## config.mk

```make
export PLATFORM = sky130hd
export DESIGN_NAME = rr_event_arbiter
export DESIGN_NICKNAME = d
export VERILOG_FILES = /design/src/rtl/arb_pkg.sv /design/src/rtl/rr_event_arbiter_pick.sv /design/src/rtl/rr_event_arbiter.sv
export SDC_FILE = /design/constraint.sdc
export NUM_CORES = 1
export LEC_CHECK = 0
export ABC_CLOCK_PERIOD_IN_PS = 4000
export CORE_AREA = 2 2 69 71
export CTS_CLUSTER_DIAMETER = 120
export DETAILED_ROUTE_END_ITERATION = 10
export DIE_AREA = 0 0 71 73
export PLACE_DENSITY_LB_ADDON = 0.12
export SLEW_MARGIN = 20
export SYNTH_ARGS = -nofsm -noshare
export SYNTH_HDL_FRONTEND = slang
export SYNTH_SLANG_ARGS = --single-unit
```

## constraint.sdc

```tcl
create_clock -name clk -period 4 [get_ports clk]
set_input_delay 0.6 -clock clk [delete_from_list [all_inputs] [get_ports clk]]
set_output_delay 0.6 -clock clk [all_outputs]
set_load 0.02 [all_outputs]
```

## src/rtl/arb_pkg.sv

```systemverilog
// Shared FSM encoding and width helper for the round-robin event arbiter.
package arb_pkg;

  typedef enum logic {
    ST_IDLE  = 1'b0,
    ST_GRANT = 1'b1
  } state_e;

  function automatic int clog2(input int n);
    int r;
    r = 0;
    for (int i = 0; i < 31; i++) begin
      if ((1 << i) < n) r = i + 1;
    end
    return r;
  endfunction

endpackage

```

## src/rtl/rr_event_arbiter_pick.sv

```systemverilog
// Round-robin pick: first set pending bit scanning ptr, ptr+1, .. mod N.
// Purely combinational; no handshake, result valid whenever any=1.
module rr_pick
  import arb_pkg::*;
#(
  parameter int N = 8,
  parameter int W = clog2(N)
) (
  input  logic [N-1:0] pending,
  input  logic [W-1:0] ptr,
  output logic [N-1:0] onehot,
  output logic [W-1:0] idx,
  output logic         any
);

  logic [N-1:0] rot;
  logic [W-1:0] off;

  // rot[i] is the pending bit i places after ptr; W-bit adds wrap mod N
  always_comb begin
    rot = '0;
    for (int i = 0; i < N; i++) begin
      rot[i] = pending[ptr + W'(i)];
    end
  end

  always_comb begin
    off = '0;
    for (int i = N - 1; i >= 0; i--) begin
      if (rot[i]) off = W'(i);
    end
  end

  assign any = |pending;
  assign idx = ptr + off;

  always_comb begin
    onehot = '0;
    if (any) onehot[idx] = 1'b1;
  end

endmodule

```

## src/rtl/rr_event_arbiter.sv

```systemverilog
// Latches request events and presents one round-robin grant as a one-hot vector.
// Event to grant in 2 cycles; grant held until gnt_ack, new events only accumulate.
module rr_event_arbiter
  import arb_pkg::*;
#(
  parameter int N         = 8,
  parameter int EDGE_MODE = 1
) (
  input  logic         clk,
  input  logic         rst,
  input  logic [N-1:0] req,
  output logic [N-1:0] gnt_onehot,
  output logic         gnt_valid,
  input  logic         gnt_ack,
  output logic [N-1:0] pending,
  output logic         ovf,
  input  logic         clr_ovf
);

  localparam int W = clog2(N);

  state_e       state_q, state_d;
  logic [N-1:0] req_d_q, req_d_d;
  logic [N-1:0] pending_q, pending_d;
  logic         ovf_q, ovf_d;
  logic [W-1:0] ptr_q, ptr_d;
  logic [N-1:0] gnt_onehot_q, gnt_onehot_d;
  logic         gnt_valid_q, gnt_valid_d;
  logic [W-1:0] gnt_idx_q, gnt_idx_d;

  logic [N-1:0] ev;
  logic [N-1:0] clr_mask;
  logic         ack_fire;
  logic [N-1:0] pick_onehot;
  logic [W-1:0] pick_idx;
  logic         pick_any;

  rr_pick #(.N(N), .W(W)) u_pick (
    .pending (pending_q),
    .ptr     (ptr_q),
    .onehot  (pick_onehot),
    .idx     (pick_idx),
    .any     (pick_any)
  );

  // A new event on the bit being acked re-arms it rather than counting as overflow
  always_comb begin
    ev        = (EDGE_MODE != 0) ? (req & ~req_d_q) : req;
    ack_fire  = (state_q == ST_GRANT) && gnt_ack;
    clr_mask  = ack_fire ? gnt_onehot_q : '0;
    req_d_d   = req;
    pending_d = (pending_q & ~clr_mask) | ev;
    ovf_d     = ovf_q;
    if (|(ev & pending_q & ~clr_mask)) ovf_d = 1'b1;
    else if (clr_ovf)                  ovf_d = 1'b0;
  end

  always_comb begin
    state_d      = state_q;
    gnt_onehot_d = gnt_onehot_q;
    gnt_valid_d  = gnt_valid_q;
    gnt_idx_d    = gnt_idx_q;
    ptr_d        = ptr_q;
    case (state_q)
      ST_IDLE: begin
        if (pick_any) begin
          gnt_onehot_d = pick_onehot;
          gnt_valid_d  = 1'b1;
          gnt_idx_d    = pick_idx;
          state_d      = ST_GRANT;
        end
      end
      ST_GRANT: begin
        if (gnt_ack) begin
          ptr_d        = gnt_idx_q + W'(1);
          gnt_onehot_d = '0;
          gnt_valid_d  = 1'b0;
          state_d      = ST_IDLE;
        end
      end
      default: state_d = ST_IDLE;
    endcase
  end

  always_ff @(posedge clk or posedge rst) begin
    if (rst) begin
      state_q      <= ST_IDLE;
      req_d_q      <= '0;
      pending_q    <= '0;
      ovf_q        <= 1'b0;
      ptr_q        <= '0;
      gnt_onehot_q <= '0;
      gnt_valid_q  <= 1'b0;
      gnt_idx_q    <= '0;
    end else begin
      state_q      <= state_d;
      req_d_q      <= req_d_d;
      pending_q    <= pending_d;
      ovf_q        <= ovf_d;
      ptr_q        <= ptr_d;
      gnt_onehot_q <= gnt_onehot_d;
      gnt_valid_q  <= gnt_valid_d;
      gnt_idx_q    <= gnt_idx_d;
    end
  end

  assign gnt_onehot = gnt_onehot_q;
  assign gnt_valid  = gnt_valid_q;
  assign pending    = pending_q;
  assign ovf        = ovf_q;

endmodule

```

# After elaboration in Yosys (flattened, before gate mapping)

Index checks and enable logic that the tools add are counted.

Bits in registers: 33
Bits in latches: 0
Bits in writable memories: 0
Bits in read-only memories: 0
Input bits: 12
Output and inout bits: 18
Logic and storage cells: 83
Memories kept: 0

Add/subtract/negate cells: 9
Multiply operators: 0
Divide/modulo/power cells: 0
$lt $le $gt $ge: 10
Equal/unequal tests: 2
Shifts and indexed selects: 0
Muxes and demuxes: 38
Bitwise operators: 8
Reductions and logical operators: 8

Operators with widths:

| operator                                                                     | number |
|---|---|
| 3-bit by 4-bit less-than comparator with 1-bit output, second input constant | 9 |
| 8-bit bitwise AND                                                            | 4 |
| 1-bit binary-select mux with 3-bit select                                    | 8 |
| 3-bit two-way mux                                                            | 8 |
| 8-bit two-way mux                                                            | 3 |
| 8-bit inverter                                                               | 2 |
| 8-bit case mux with 2 select lines                                           | 1 |
| 8-bit OR reduction                                                           | 2 |
| 1-bit two-way mux                                                            | 15 |
| 3-bit adder, second input constant                                           | 4 |
| 8-bit bitwise OR                                                             | 1 |
| 3-bit by 1-bit adder with 3-bit output, second input constant                | 2 |
| 3-bit by 2-bit adder with 3-bit output, second input constant                | 2 |
| 2-bit AND reduction                                                          | 3 |
| 2-bit inequality test, second input constant                                 | 2 |
| 1-bit case mux with 2 select lines                                           | 2 |
| 3-bit adder                                                                  | 1 |
| 1-bit demux with 3-bit select                                                | 1 |
| 3-bit by 1-bit >= comparator with 1-bit output, second input constant        | 1 |
| 1-bit logical AND                                                            | 2 |
| 2-bit nonzero test                                                           | 1 |
| 1-bit inverter                                                               | 1 |

# Depth between registers and ports, before layout

Gate-level depths: netlist of the first run.

Word-level depth: 18
Gate-level depth with buffers: 14

# Hierarchy

A second synthesis of the first run with hierarchy kept.

Cells, all modules: 197
Area total of the unflattened synthesis: 2149.6 µm²

By module, submodules not included:

| module           | instances | cells an instance | area each (µm²) | sequential area each (µm²) |
|---|---|---|---|---|
| rr_event_arbiter | 1         | 105               | 1283.7          | 825.8 |
| rr_pick          | 1         | 92                | 865.8           | 0.0 |

# Worst setup path after synthesis of the first run

Ideal clock, no wire load.

Kind: register to register
Start: register ptr_q[1]
End: register gnt_onehot_q[1], in the netlist gnt_onehot[1]
Data arrival time: 3.190 ns
Setup slack: 0.690 ns
Stages on the path, launching flop included: 14
Path buffers: 1
Cell sequence: dfrtp_1 buf_6 inv_1 ha_1 mux4_1 and2b_1 mux4_2 a21oi_1 nand2_1 ha_1 inv_1 fa_1 and3_1 a22o_1

Longest elaborated chain between the ends: 18
Elaborated cells on any way between the ends: 39

Ends and longest elaborated chain:

| what                                                                                                                                          | RTL line                    | RTL |
|---|---|---|
| start: declaration                                                                                                                            | rr_event_arbiter.sv:26      | `logic [W-1:0] ptr_q, ptr_d;` |
| start signal: assignment                                                                                                                      | rr_event_arbiter.sv:100     | `ptr_q <= ptr_d;` |
| 3-bit adder                                                                                                                                   | rr_event_arbiter_pick.sv:23 | `rot[i] = pending[ptr + W'(i)];` |
| 1-bit binary-select mux with 3-bit select                                                                                                     | rr_event_arbiter_pick.sv:23 |  |
| 1-bit two-way mux (not written as such)                                                                                                       | rr_event_arbiter_pick.sv:23 |  |
| 3-bit two-way mux (8 in a row)                                                                                                                | rr_event_arbiter_pick.sv:30 | `if (rot[i]) off = W'(i);` |
| 3-bit adder *                                                                                                                                 | rr_event_arbiter_pick.sv:35 | `assign idx = ptr + off;` |
| 3-bit by 4-bit less-than comparator with 1-bit output (not written as such) or 3-bit by 1-bit >= comparator with 1-bit output (tied branches) | rr_event_arbiter_pick.sv:39 | `if (any) onehot[idx] = 1'b1;` |
| 1-bit logical AND (not written as such)                                                                                                       | rr_event_arbiter_pick.sv:39 |  |
| 1-bit two-way mux (not written as such)                                                                                                       | rr_event_arbiter_pick.sv:39 |  |
| 1-bit demux with 3-bit select *                                                                                                               | -                           |  |
| 8-bit two-way mux *                                                                                                                           | rr_event_arbiter.sv:66      | `if (pick_any) begin` |
| 8-bit case mux with 2 select lines *                                                                                                          | rr_event_arbiter.sv:64      | `case (state_q)` |
| end signal: assignment                                                                                                                        | rr_event_arbiter.sv:101     | `gnt_onehot_q <= gnt_onehot_d;` |
| end: declaration                                                                                                                              | rr_event_arbiter.sv:27      | `logic [N-1:0] gnt_onehot_q, gnt_onehot_d;` |

Mark *: on every way between the ends. The rest lies on a longest branch, timed or not. The select of a mux whose other input is x is not followed.
A chain may end at the register's enable or synchronous reset.

# Final worst setup path of the first run

Start: register ptr_q[0]
End: register gnt_onehot_q[7], in the netlist gnt_onehot[7]

Same word-level chain as after synthesis.

==> metrics.md, run 1 <==
| Metric | Value |
|---|---|
| Stages on the worst setup path | 12 |
| Switching fraction of total power | 40.58% |
| Post-placement cell count | 270 |
| Top cell by count, worst path | nand2_1 |
| Vias in the first global route | 1,576 |
| Routed Antenna Nets | 0 |
| CP bufs+invs | 2 |
| Die height | 73 um |
| Core area | 4536 um^2 |
| 1st-iter DRT viols | 108 |
| Post-cts hold buffer count | 0 |
| Commonest cells in the netlist | nand2_1, dfrtp_1, nor3_1, nor2_1, o21ai_0 |
| Top-count cell post-synth | nand2_1 |
| Post-synth EDFFs | 0 |
| Post-Syn Area | 1948 um^2 |
| Post-Route Hold Slack | 0.4450 ns |
| Crit path cell chain | buf_4 > mux4_1 > nor2b_1 > mux4_2 > a21oi_1 > nand2_1 > ha_1 > inv_1 > fa_1 > nor2_1 > nand2_1 > o21ai_0 |
| Clock power frac | 16.3% |
| Overall routing resource usage | 18.60% |
| Via count | 1,571 |
| Antenna diodes | 0 |
| YS warnings | 0 |
| Worst Path Max Fanout | 9 |
| Max Clock Freq | 289.0 MHz |
| CP required | 4.21 ns |
| Delay-heaviest family, CP | multiplexers |
| Crit path DAT | 3.67 ns |
| Hold WC Path Type | reg -> reg |
| Clock Skews | 0.007865 ns |
| Clk slew on worst S/H paths | 0.07 ns |
| DPL Wire Length | 3358 um |
| Reg power frac | 35.7% |
| Largest net degree at the start of global routing | 34 |
| Count of different cell masters after synthesis | 37 |
| R2R cell count | 12 |
| CP Capture Type | flop |
| Initial antenna violation count | 0 |
| Int Pwr | 0.0008678 W |
| Clk Latency, worst-skew pair | 0.28 ns |
| Count of non-filler cells in the finished layout | 278 |
| Peak VDD IR | 294.9 uV |
| Combinational power share | 48.0% |
| Primary FF master, synth | dfrtp_1 |
| Postcts setup bufs | 0 |
| Routed wire per std cell | 15.84 um |
| Crit path largest cell delay | 0.67 ns |
| Mapped Cells | 190 |
| P per Cell Area | 615.3 nW/um^2 |
| Clock sink total | 33 |
| Critical path class | reg -> reg |
| Via/cell ratio | 5.651 |
| Row count | 25 |
| Worst-margin pin slew | 0.6936 ns |
| Top cell type's share of synthesized area | 42.39% |
| Die Wd | 71 um |
| Congestion Overflow GR | 0 |
| FFs w/ async S/R, synth | 100.0% |
| Clock Path Buffers | 2 |
| CTS Root Buffer Type | clkbuf_8 |
| Avg Cell Area, Syn | 10.25 um^2 |
| Port bufs | 29 |
| Io pins | 30 |
| Cell taking the most area after synthesis | dfrtp_1 |
| Worst path slowest cell | mux4_1 |
| Max Slew Vio Count | 0 |
| Sequential area share after synthesis | 42.39% |
| Net count, final | 240 |
| Sw power | 0.0005926 W |
| Residual DRC count | 0 |
| Hold Crit Depth | 1 |
| Number of max-cap violations | 0 |
| Final Wtd Congestion | 0.8717 |
| Final setup violation count | 0 |
| Layout cells sized above 1 | 9.821% |
| Starting density of the core | 42.95% |
| TritonCTS clock tree | built |
| WL final | 4404 um |
| Fin. Hold Viols | 0 |
| RSZ-0062 raised after global routing | no |
| H-tree Lvls | 2 |
| Synthesized net count | 207 |
| Final Cycle Share | 86.51% |
| Final worst path period need | 3.461 ns |
| Setup_tns | 0 ns |
| Die area | 5183 um^2 |
| PostCTS Resize Cnt | 0 |
| Slew headroom | 52.44% |
| Register bit total from synthesis | 33 |
| Leakage | 0.9652 nW |
| Status | completed |
| CTS Buf Count | 5 |
| First-pass GRT wire length | 7452 um |
| Synth area leaders | dfrtp_1, mux4_1, nand2_1, mux4_2, nor3_1 |
| 1st-pass router iterations | 4 |
| Type of origin of the critical path | flop |
| Syn-to-layout area delta | 21.84% |
registers in the layout, summed over array words and instances, names as in the netlist:
name	flops
gnt_idx_q	3
gnt_onehot	8
gnt_valid	1
ovf	1
pending	8
ptr_q	3
req_d_q	8
state_q	1
layer usage:
layer | global-route usage [%] | routed length (um) | vias up
met3 | 3.177 | 134 | 5
met1 | 24.87 | 2020 | 792
met2 | 31.15 | 2208 | 27
met5 | 0 | 0 | -
li1 | - | - | 747
met4 | 5.870 | 40 | 0
power groups by stage:
stage               clock, W  sequential (W)  combinational (W)
floorplan                  0        0.000544           0.000457
global placement           0        0.000521           0.000684
detailed placement         0        0.000526           0.000699
CTS                 0.000244        0.000521           0.000705
global route        0.000264        0.000534           0.000770
finish              0.000238        0.000521           0.000702
through the flow:
stage | power (W) | utilization, % | area, um^2 | setup WS (ns)
2_1_floorplan | 0.001001 | - | 1948 | 0.6895
3_3_place_gp | 0.001204 | 50.51 | 2291 | 0.6234
6_report | 0.001460 | 52.33 | 2374 | 0.5395
4_1_cts | 0.001470 | 52.33 | 2374 | 0.5286
3_5_place_dp | 0.001225 | 50.51 | 2291 | 0.5559
5_1_grt | 0.001568 | 52.33 | 2374 | 0.2560
logic make-up after synthesis:
logic type | after synthesis | share of synthesized area, %
compound gates | 29 | 10.08
xor+xnor | 6 | 3.083
fa+ha+maj | 5 | 3.597
buf+inv | 18 | 4.238
flops | 33 | 42.39
mux | 15 | 16.70
simple gates | 84 | 19.91
cell usage in the layout, fill, tap and decap left out, types with 2 or more instances in the layout:
| cell | n |
|---|---|
| xnor2_1 | 4 |
| nand3_1 | 2 |
| buf_4 | 3 |
| nor3_1 | 15 |
| mux4_1 | 6 |
| o21bai_1 | 2 |
| nand2b_1 | 4 |
| mux4_2 | 6 |
| nand2_1 | 36 |
| nor4_1 | 6 |
| nor2_1 | 13 |
| clkdlybuf4s50_1 | 29 |
| ha_1 | 4 |
| o21ai_0 | 13 |
| a21oi_1 | 3 |
| mux2_2 | 2 |
| a22o_1 | 3 |
| clkinv_2 | 2 |
| inv_1 | 12 |
| dfrtp_1 | 33 |
| clkbuf_8 | 5 |
| nor2b_1 | 4 |
path summary, 6_finish.rpt:
path	startpoint	to	slack, ns
hold reg to reg	req_d_q[7]$_DFF_PP0_	pending[7]$_DFF_PP0_	0.45
setup / recovery	ptr_q[0]$_DFFE_PP0P_	gnt_onehot[7]$_DFFE_PP0P_	0.54
min in group asynchronous	rst	gnt_onehot[0]$_DFFE_PP0P_	0.72
hold / removal	req_d_q[7]$_DFF_PP0_	pending[7]$_DFF_PP0_	0.45
max in group asynchronous	rst	gnt_valid$_DFFE_PP0P_	2.98
setup reg to reg	ptr_q[0]$_DFFE_PP0P_	gnt_onehot[7]$_DFFE_PP0P_	0.54
final cells by class:
cell class	instances	area, um^2
clock buffers	6	72.57
clock inverters	2	10.01
fillers	416	2162
inverters	12	45.04
multi-input cells	139	1040
flip-flops and latches	33	825.8
well taps	54	67.56
repair buffers	32	312.8
Power figures use the tool's default switching activity.
==> inputs of run 2 (changes only) <==
- ABC_CLOCK_PERIOD_IN_PS: 4000 -> 3800
- CORE_AREA: 2 2 69 71 -> 4 4 71 73
- DIE_AREA: 0 0 71 73 -> 0 0 75 77
- PLACE_DENSITY: unset -> 0.63
- PLACE_DENSITY_LB_ADDON: 0.12 -> unset
- clock period: 4 -> 3.8 ns (I/O delays scaled with it)
==> metrics.md, run 2 (synthesis gave the netlist of run 1 again) <==
| Metric | Value |
|---|---|
| Core area | 4354 um^2 (was 4536 um^2) |
| Type of origin of the critical path | flop (unchanged) |
| Congestion Overflow GR | 0 (unchanged) |
| Clk slew on worst S/H paths | 0.06 ns (was 0.07 ns) |
| TritonCTS clock tree | built (unchanged) |
| Antenna diodes | 0 (unchanged) |
| Starting density of the core | 44.74% (was 42.95%) |
| WL final | 4384 um (was 4404 um) |
| R2R Path Start | ptr_q[0]$_DFFE_PP0P_ (unchanged) |
| Grt met1 use | 23.41% (was 24.87%) |
| Row count | 24 (was 25) |
| Initial antenna violation count | 0 (unchanged) |
| Fill count | 369 (was 416) |
| Slew headroom | 57.21% (was 52.44%) |
| Postcts setup bufs | 0 (unchanged) |
| Final worst slack | 0.2949 ns (was 0.5395 ns) |
| CTS Buf Count | 5 (unchanged) |
| Via count | 1,540 (was 1,571) |
| Final Wtd Congestion | 0.8307 (was 0.8717) |
| Reg-to-reg slack, setup | 0.29 ns (was 0.54 ns) |
| Final setup violation count | 0 (unchanged) |
| Worst path slowest cell | mux4_1 (unchanged) |
| H-tree Lvls | 2 (unchanged) |
| Largest net degree at the start of global routing | 19 (was 34) |
| Most common cell after layout, fill and taps aside | nand2_1 (unchanged) |
| CTS Root Buffer Type | clkbuf_8 (unchanged) |
| Crit path cell chain | buf_4 > mux4_1 > and2b_1 > mux4_2 > a21oi_1 > nand2_1 > ha_1 > inv_1 > fa_1 > and3_1 > a22o_1 (was buf_4 > mux4_1 > nor2b_1 > mux4_2 > a21oi_1 > nand2_1 > ha_1 > inv_1 > fa_1 > nor2_1 > nand2_1 > o21ai_0) |
| Status | completed (unchanged) |
| Die height | 77 um (was 73 um) |
| Routed wire per std cell | 15.94 um (was 15.84 um) |
| Overall routing resource usage | 17.19% (was 18.60%) |
| Critical path class | reg -> reg (unchanged) |
| RSZ-0062 raised after global routing | no (unchanged) |
| P per Cell Area | 651.0 nW/um^2 (was 615.3 nW/um^2) |
| Layout cells sized above 1 | 9.417% (was 9.821%) |
| DPL Wire Length | 3400 um (was 3358 um) |
| Crit path largest cell delay | 0.69 ns (was 0.67 ns) |
| Residual DRC count | 0 (unchanged) |
| Peak VDD IR | 343.7 uV (was 294.9 uV) |
| Pwr Total | 0.001546 W (was 0.001460 W) |
| Leakage | 0.9646 nW (was 0.9652 nW) |
| CP required | 3.96 ns (was 4.21 ns) |
| Via/cell ratio | 5.600 (was 5.651) |
| Clock Skews | 0.001835 ns (was 0.007865 ns) |
| Hold WC Path Type | reg -> reg (unchanged) |
| CP bufs+invs | 2 (unchanged) |
| Net count, final | 240 (unchanged) |
| Syn-to-layout area delta | 21.90% (was 21.84%) |
| CP Capture Type | flop (unchanged) |
| Fin. Hold Viols | 0 (unchanged) |
| Clk Latency, worst-skew pair | 0.27 ns (was 0.28 ns) |
| CP startpoint | ptr_q[0]$_DFFE_PP0P_ (unchanged) |
| Clock sink total | 33 (unchanged) |
| Delay-heaviest family, CP | multiplexers (unchanged) |
| Max Clock Freq | 285.3 MHz (was 289.0 MHz) |
| First-pass GRT wire length | 7679 um (was 7452 um) |
| Routed Antenna Nets | 0 (unchanged) |
| Vias in the first global route | 1,657 (was 1,576) |
| PostCTS Resize Cnt | 0 (unchanged) |
| Crit path DAT | 3.66 ns (was 3.67 ns) |
| Setup_tns | 0 ns (unchanged) |
| Die area | 5775 um^2 (was 5183 um^2) |
| Final worst path period need | 3.505 ns (was 3.461 ns) |
| Dpl ws | 0.3130 ns (was 0.5559 ns) |
| 1st-pass router iterations | 4 (unchanged) |
| Post-cts hold buffer count | 0 (unchanged) |
| Io pins | 30 (unchanged) |
| Final core occ | 54.54% (was 52.33%) |
| M3 GR Usage | 3.660% (was 3.177%) |
| Clock Path Buffers | 2 (unchanged) |
| Grt met2 use | 27.26% (was 31.15%) |
| Critical hold path startpoint | req_d_q[4]$_DFF_PP0_ (was req_d_q[7]$_DFF_PP0_) |
| Worst-margin pin slew | 0.6239 ns (was 0.6936 ns) |
| Max Slew Vio Count | 0 (unchanged) |
| Worst Path Max Fanout | 10 (was 9) |
| 1st-iter DRT viols | 51 (was 108) |
| Port bufs | 29 (unchanged) |
| Most Used Layer, Global Route | met2 (unchanged) |
| Most frequent cells in the layout | nand2_1, dfrtp_1, clkdlybuf4s50_1 (unchanged) |
| Number of max-cap violations | 0 (unchanged) |
| Die Wd | 75 um (was 71 um) |
| Final Cycle Share | 92.24% (was 86.51%) |
==> run 2: final timing paths <==
path	to	depth (start not counted)
min in group asynchronous	req_d_q[7]$_DFF_PP0_	2
setup reg to reg	gnt_onehot[1]$_DFFE_PP0P_	11
hold / removal	pending[4]$_DFF_PP0_	1
setup / recovery	gnt_onehot[1]$_DFFE_PP0P_	11
hold reg to reg	pending[4]$_DFF_PP0_	1
max in group asynchronous	gnt_onehot[2]$_DFFE_PP0P_	3
==> run 2: cell type report <==
class | instances | area, um^2 | share of cell area, %
Clock buffer | 7 | 86.33 | 3.635
Inverter | 12 | 45.04 | 1.897
Multi-Input combinational cell | 139 | 1040 | 43.78
Sequential cell | 33 | 825.8 | 34.77
Tap cell | 52 | 65.06 | 2.740
Timing Repair Buffer | 32 | 312.8 | 13.17
==> run 2: worst register-to-register path, stage by stage, from the launching register on <==
cell and delay [ns]:
dfrtp_1 0.38, buf_4 0.21, mux4_1 0.69, and2b_1 0.22, mux4_2 0.46, a21oi_1 0.16, nand2_1 0.08, ha_1 0.18
inv_1 0.06, fa_1 0.51, and3_1 0.23, a22o_1 0.20
==> run 2: metal layers <==
layer,share of wire [%],wire [um]
met4,0.34,15
met1,45,1974
met2,51,2214
met3,4.1,179
met5,0,0
==> run 2: report_power, final <==
part | internal, W | switching [W] | leakage, nW
Sequential | 0.000435 | 0.000113 | 0.383
Clock | 0.000143 | 0.000113 | 0.0443
Combinational | 0.000352 | 0.000390 | 0.538
Total | 0.000931 | 0.000615 | 0.965
==> run 2: stage by stage <==
step	hold slack [ns]	cells	instance area [um^2]
final	0.4493	275	2375
after global routing	0.4776	275	2375
after CTS	0.4556	275	2375
after detailed placement	0.4447	268	2288
after global placement	0.4366	268	2288
after floorplan	0.4256	190	1948
